$ cat src/rtl/fft_pkg.sv
// Shared constants and FSM state type for the 16-point FFT frame sequencer.
package fft_pkg;

  localparam int unsigned N_POINTS = 16;
  localparam int unsigned IDX_W    = 4;

  localparam logic [IDX_W-1:0] LAST_IDX = IDX_W'(N_POINTS - 1);

  typedef enum logic [1:0] {
    S_FILL,
    S_START,
    S_WAIT,
    S_HOLD
  } seq_state_t;

endpackage

$ cat src/rtl/fft_out_serializer.sv
// Output side of the FFT sequencer: captures the 16 core bins and replays them
// as an indexed valid/ready stream, counting fully drained frames.
module fft_out_serializer
  import fft_pkg::*;
#(
  parameter int unsigned WIDTH = 16
) (
  input  logic                      clk,
  input  logic                      rst,
  input  logic                      capture_i,
  input  logic [N_POINTS*WIDTH-1:0] bins_real_i,
  input  logic [N_POINTS*WIDTH-1:0] bins_imag_i,
  input  logic                      m_ready,
  output logic                      m_valid,
  output logic [WIDTH-1:0]          m_real,
  output logic [WIDTH-1:0]          m_imag,
  output logic [IDX_W-1:0]          m_index,
  output logic                      m_last,
  output logic                      free_o,
  output logic [15:0]               frame_count
);

  logic [WIDTH-1:0] out_re_q [N_POINTS];
  logic [WIDTH-1:0] out_im_q [N_POINTS];
  logic [IDX_W-1:0] out_cnt_q;
  logic             m_valid_q;
  logic [15:0]      frame_count_q;

  logic accept;
  logic drain_last;

  assign accept     = m_valid_q && m_ready;
  assign drain_last = accept && (out_cnt_q == LAST_IDX);
  // Freeing on the final accepted bin lets a waiting frame load with no bubble.
  assign free_o     = !m_valid_q || drain_last;

  always_ff @(posedge clk or posedge rst) begin
    if (rst) begin
      for (int unsigned k = 0; k < N_POINTS; k++) begin
        out_re_q[k] <= '0;
        out_im_q[k] <= '0;
      end
      out_cnt_q     <= '0;
      m_valid_q     <= 1'b0;
      frame_count_q <= '0;
    end else begin
      if (capture_i) begin
        for (int unsigned k = 0; k < N_POINTS; k++) begin
          out_re_q[k] <= bins_real_i[WIDTH*k +: WIDTH];
          out_im_q[k] <= bins_imag_i[WIDTH*k +: WIDTH];
        end
        out_cnt_q <= '0;
        m_valid_q <= 1'b1;
      end else if (accept) begin
        out_cnt_q <= out_cnt_q + 1'b1;
        if (out_cnt_q == LAST_IDX) begin
          m_valid_q <= 1'b0;
        end
      end
      if (drain_last) begin
        frame_count_q <= frame_count_q + 1'b1;
      end
    end
  end

  assign m_valid     = m_valid_q;
  assign m_real      = out_re_q[out_cnt_q];
  assign m_imag      = out_im_q[out_cnt_q];
  assign m_index     = out_cnt_q;
  assign m_last      = m_valid_q && (out_cnt_q == LAST_IDX);
  assign frame_count = frame_count_q;

endmodule

$ cat src/rtl/fft_frame_sequencer.sv
// Streaming front/back end for the 16-point FFT core: gathers a frame, starts the
// core, hands results to the serializer. Optional watchdog: FFT_SEQ_TIMEOUT_EN.
module fft_frame_sequencer
  import fft_pkg::*;
#(
  parameter int unsigned WIDTH = 16
`ifdef FFT_SEQ_TIMEOUT_EN
  ,
  parameter int unsigned TIMEOUT_CYCLES = 256
`endif
) (
  input  logic                      clk,
  input  logic                      rst,
  input  logic                      s_valid,
  output logic                      s_ready,
  input  logic [WIDTH-1:0]          s_real,
  input  logic [WIDTH-1:0]          s_imag,
  output logic                      fft_start,
  output logic [N_POINTS*WIDTH-1:0] fft_in_real,
  output logic [N_POINTS*WIDTH-1:0] fft_in_imag,
  input  logic                      fft_done,
  input  logic [N_POINTS*WIDTH-1:0] fft_out_real,
  input  logic [N_POINTS*WIDTH-1:0] fft_out_imag,
  output logic                      m_valid,
  input  logic                      m_ready,
  output logic [WIDTH-1:0]          m_real,
  output logic [WIDTH-1:0]          m_imag,
  output logic [IDX_W-1:0]          m_index,
  output logic                      m_last,
  output logic                      busy,
  output logic [15:0]               frame_count
`ifdef FFT_SEQ_TIMEOUT_EN
  ,
  output logic                      err_timeout
`endif
);

  seq_state_t       state_q, state_d;
  logic [IDX_W-1:0] in_cnt_q, in_cnt_d;
  logic [WIDTH-1:0] in_re_q [N_POINTS];
  logic [WIDTH-1:0] in_im_q [N_POINTS];

  logic accept_in;
  logic capture;
  logic out_free;

`ifdef FFT_SEQ_TIMEOUT_EN
  localparam int unsigned WD_W = $clog2(TIMEOUT_CYCLES);

  logic [WD_W-1:0] wd_cnt_q;
  logic            wd_hit;

  assign wd_hit = (wd_cnt_q == WD_W'(TIMEOUT_CYCLES - 1));

  always_ff @(posedge clk or posedge rst) begin
    if (rst) begin
      wd_cnt_q <= '0;
    end else if (state_q == S_WAIT) begin
      wd_cnt_q <= wd_cnt_q + 1'b1;
    end else begin
      wd_cnt_q <= '0;
    end
  end
`endif

  always_ff @(posedge clk or posedge rst) begin
    if (rst) begin
      state_q  <= S_FILL;
      in_cnt_q <= '0;
    end else begin
      state_q  <= state_d;
      in_cnt_q <= in_cnt_d;
    end
  end

  always_ff @(posedge clk or posedge rst) begin
    if (rst) begin
      for (int unsigned k = 0; k < N_POINTS; k++) begin
        in_re_q[k] <= '0;
        in_im_q[k] <= '0;
      end
    end else if (accept_in) begin
      in_re_q[in_cnt_q] <= s_real;
      in_im_q[in_cnt_q] <= s_imag;
    end
  end

  always_comb begin
    state_d  = state_q;
    in_cnt_d = in_cnt_q;
    case (state_q)
      S_FILL: begin
        if (accept_in) begin
          in_cnt_d = in_cnt_q + 1'b1;
          if (in_cnt_q == LAST_IDX) begin
            state_d = S_START;
          end
        end
      end
      S_START: state_d = S_WAIT;
      S_WAIT: begin
        if (fft_done) begin
          if (out_free) begin
            state_d  = S_FILL;
            in_cnt_d = '0;
          end else begin
            state_d = S_HOLD;
          end
        end
`ifdef FFT_SEQ_TIMEOUT_EN
        else if (wd_hit) begin
          state_d  = S_FILL;
          in_cnt_d = '0;
        end
`endif
      end
      S_HOLD: begin
        if (out_free) begin
          state_d  = S_FILL;
          in_cnt_d = '0;
        end
      end
      default: begin
        state_d  = S_FILL;
        in_cnt_d = '0;
      end
    endcase
  end

  // s_ready is masked by rst so every output reads 0 while reset is held.
  always_comb begin
    s_ready   = (state_q == S_FILL) && !rst;
    fft_start = (state_q == S_START);
    capture   = (((state_q == S_WAIT) && fft_done) || (state_q == S_HOLD)) && out_free;
`ifdef FFT_SEQ_TIMEOUT_EN
    err_timeout = (state_q == S_WAIT) && !fft_done && wd_hit;
`endif
  end

  assign accept_in = s_valid && s_ready;
  assign busy      = !((state_q == S_FILL) && (in_cnt_q == '0)) || m_valid;

  always_comb begin
    fft_in_real = '0;
    fft_in_imag = '0;
    for (int unsigned k = 0; k < N_POINTS; k++) begin
      fft_in_real[WIDTH*k +: WIDTH] = in_re_q[k];
      fft_in_imag[WIDTH*k +: WIDTH] = in_im_q[k];
    end
  end

  fft_out_serializer #(
    .WIDTH(WIDTH)
  ) u_ser (
    .clk        (clk),
    .rst        (rst),
    .capture_i  (capture),
    .bins_real_i(fft_out_real),
    .bins_imag_i(fft_out_imag),
    .m_ready    (m_ready),
    .m_valid    (m_valid),
    .m_real     (m_real),
    .m_imag     (m_imag),
    .m_index    (m_index),
    .m_last     (m_last),
    .free_o     (out_free),
    .frame_count(frame_count)
  );

endmodule

$ cat config.mk
export PLATFORM = sky130hd
export DESIGN_NAME = fft_frame_sequencer
export DESIGN_NICKNAME = d
export VERILOG_FILES = /design/src/rtl/fft_pkg.sv /design/src/rtl/fft_out_serializer.sv /design/src/rtl/fft_frame_sequencer.sv
export SDC_FILE = /design/constraint.sdc
export NUM_CORES = 2
export LEC_CHECK = 0
export CAP_MARGIN = 20
export CORE_AREA = 4 4 439 441
export CTS_CLUSTER_SIZE = 28
export DETAILED_ROUTE_END_ITERATION = 10
export DIE_AREA = 0 0 443 445
export GPL_TIMING_DRIVEN = 0
export MAX_ROUTING_LAYER = met4
export PLACE_DENSITY = 0.43
export SYNTH_ARGS = -nofsm -noshare
export SYNTH_HDL_FRONTEND = slang
export SYNTH_SLANG_ARGS = --single-unit
$ cat constraint.sdc
create_clock -name clk -period 102.9 [get_ports clk]
set_input_delay 15.435 -clock clk [delete_from_list [all_inputs] [get_ports clk]]
set_output_delay 15.435 -clock clk [all_outputs]
set_load 0.05 [all_outputs]
==> results.md <==
- Combinational group share of total power: 0.342
- Routed vias: between 20000 and 30000
- Clock slew at reported path FFs: 0.06 ns
- CP startpoint kind: input port
- H-tree lvl count: 4
- CP required: 87.46 ns
- Synth Register Bits: 1051
- Slew HR: 0.2621
- DR iter-0 viols: 1195
- Worst-case clock buffer depth: 3
- Setup TNS: 0 ns
- Most common cell in the synthesized netlist: dfrtp_1
- Die H: 445 microns
- GRT Overall Usage: 0.1961
- Largest net degree at the start of global routing: 117
- Worst Path Arrival: around 17 ns
- CP endpoint kind: primary output
- Met3 WL post-DR: 14.98 mm
- Outcome: finished clean
- Final Hold Fails: 0
- FF+latch area: roughly 26000 sq um
- Fraction of layout cells with a size suffix above 1: 0.3527
- PostCTS Resize Cnt: 0
- Post-Syn Area: 43450 sq um
- Area grow syn2layout: 44.14%
- IO Pins: 1118
- Primary FF master, synth: dfrtp_1
- Fmax: 0.03080 GHz
- RSZ-0062 raised after global routing: no
- Leak: about 28 nW
- Cell taking the most area after synthesis: dfrtp_1
- DP Area: between 50000 and 60000 sq um
- CORE AREA: approximately 190000 sq um
- Internal power: 1.026 mW
- Worst-path maximum fanout: 3
- Clock sink total: 1051
- Post-CTS Setup Bufs: 0
- Gpl congestion: 0.7946
- Fillers: roughly 19000
- Final Net Count: approximately 4500
- Top post-synthesis cells by area: dfrtp_1, mux2_2, mux4_2
- DRC: 0
- Fin. max-slew vios: 0
- Tmin final: 32.47 ns
- Met2 wire length: 102.0 mm
- Die area: 197100 sq um
- Max cap viols: 0
- Met1 wire length: 69.98 mm
- Hold WC Path Type: register to register
- Net Sw Frac: 0.3485
- Top routing layer in use: met4
- Setup WS post-layout: approximately 70 ns
- Pre-CTS WS: between 70 and 80 ns
- Net Sw Power: about 0.55 mW
- Layout Skew: 0.02593 ns
- Chip width: 443 microns
- # port buffers: 1117
- Initial antenna violation count: 119
- Row Count: 160
- Mean routed wirelength per cell: roughly 29 microns
- Routed Antenna Nets: 0
- CP Class: input port to primary output
- Initial Util: 0.2297
- CTS tree: yes
- DRT Wirelength: between 150 and 200 mm
- Total grt overflow: 0
- VDD IR max: 0.01096 mV
- Yosys warnings: 0
- Vias in the first global route: roughly 31000
- Period utilization: 0.3156
- Top cells by count, synth: dfrtp_1, mux2_2, buf_2
- Synth cell types: 43
- Share of the synthesized area in the top cell type: 0.6053
- Share of power burned in registers: 0.365
- Clock share of power: 0.293
- Hold Buf Count CTS: 0
- CTS Root Cell: clkbuf_16
- Worst-Skew Late Latency: 0.80 ns
- Asr flop ratio synth: 1.000
- TritonRoute pass-1 iters: 5
- Syn nets: 3272
- Post-Syn Instances: 2717
- Sequential element share of the synthesized area: 0.6053
- Final setup viols: 0
- Fin Hold WS: around 0.47 ns
- Avg Vias per Cell: 4.322
- Pwr per Cell Area: between 20 and 30 nW/um^2
- Design area: roughly 63000 sq um
- Post-synth EDFFs: 0
- Wire length of the first global-routing pass: between 200 and 300 mm
- Worst Tran Pin Value: 1.107 ns
- Multi-input logic area: 16180 sq um
- Post-detail-place hpwl: 151.9 mm
- Total CTS buffers: 133
- Syn Area/Cell: between 15 and 20 sq um
[layout make-up]
cell class,instances,area share
Sequential cell,1051,0.4199
Multi-Input combinational cell,1460,0.2584
Timing Repair Buffer,1134,0.1847
Clock buffer,192,0.06087
Tap cell,2511,0.05016
Buffer,197,0.01486
Clock inverter,34,0.006673
Antenna cell,92,0.003676
Inverter,9,0.0006593
[path summary, 6_finish.rpt]
path	start	to	slack (ns)	cells past startpoint
worst min-delay path	u_ser.frame_count[15]	u_ser.frame_count[15]	0.47	1
min in group asynchronous	rst	fft_in_imag[1]	15.21	2
max in group asynchronous	rst	fft_in_imag[112]	85.40	6
worst min register to register	u_ser.frame_count[15]	u_ser.frame_count[15]	0.47	1
worst max-delay path	rst	s_ready	70.43	3
worst max register to register	u_ser.m_index[1]	u_ser.out_re_q[216]	99.43	6
[sequential cells by signal, summed over array words and instances, names as in the netlist]
signal and cells:
fft_in_imag 256, fft_in_real 256, u_ser.out_im_q 256, u_ser.out_re_q 256
u_ser.frame_count 16, in_cnt_q 4, u_ser.m_index 4, state_q 2
u_ser.m_valid 1
[metal layers]
layer / up-vias / global-route usage
met5: - / -
met1: 14990 / 0.2003
met3: 272 / 0.06963
met2: 957 / 0.3547
li1: 12660 / -
met4: 0 / 0.05326
[cells in the final DEF, fill, tap and decap left out, types with 26 or more instances in the layout]
cell type	count
diode_2	92
dfrtp_1	1051
nand2_1	26
clkbuf_1	121
mux4_2	68
mux2_4	26
clkbuf_16	135
mux2_1	35
buf_2	90
mux2_2	1019
mux2i_1	67
clkdlybuf4s50_1	1117
[power by group through the flow]
stage / sequential, mW / clock [mW] / combinational (mW)
global placement: 0.585 / 0 / 0.546
detailed placement: 0.582 / 0 / 0.552
global route: 0.587 / 0.495 / 0.573
CTS: 0.575 / 0.479 / 0.554
finish: 0.574 / 0.461 / 0.539
floorplan: 0.585 / 0 / 0.324
[logic make-up after synthesis]
kind of cell | Yosys count | share of synthesized area
mux | 1215 | 0.3328
flops | 1051 | 0.6053
fa+ha+maj | 6 | 0.001728
xor+xnor | 18 | 0.003628
simple gates | 97 | 0.01218
buf+inv | 206 | 0.02220
compound gates | 124 | 0.02212
[worst max-delay path, stage by stage]
cell and delay (ns):
clkdlybuf4s50_1 0.56, nor3_1 0.20, clkdlybuf4s50_1 0.84
[through the flow]
step,cells,util,power (mW)
after global routing,6672,0.3309,1.655
after CTS,6588,0.3298,1.608
after detailed placement,6362,0.3075,1.134
final,6680,0.3311,1.574
after floorplan,2717,-,0.9087
after global placement,6345,0.3054,1.130
(Power assumes the default switching activity.)
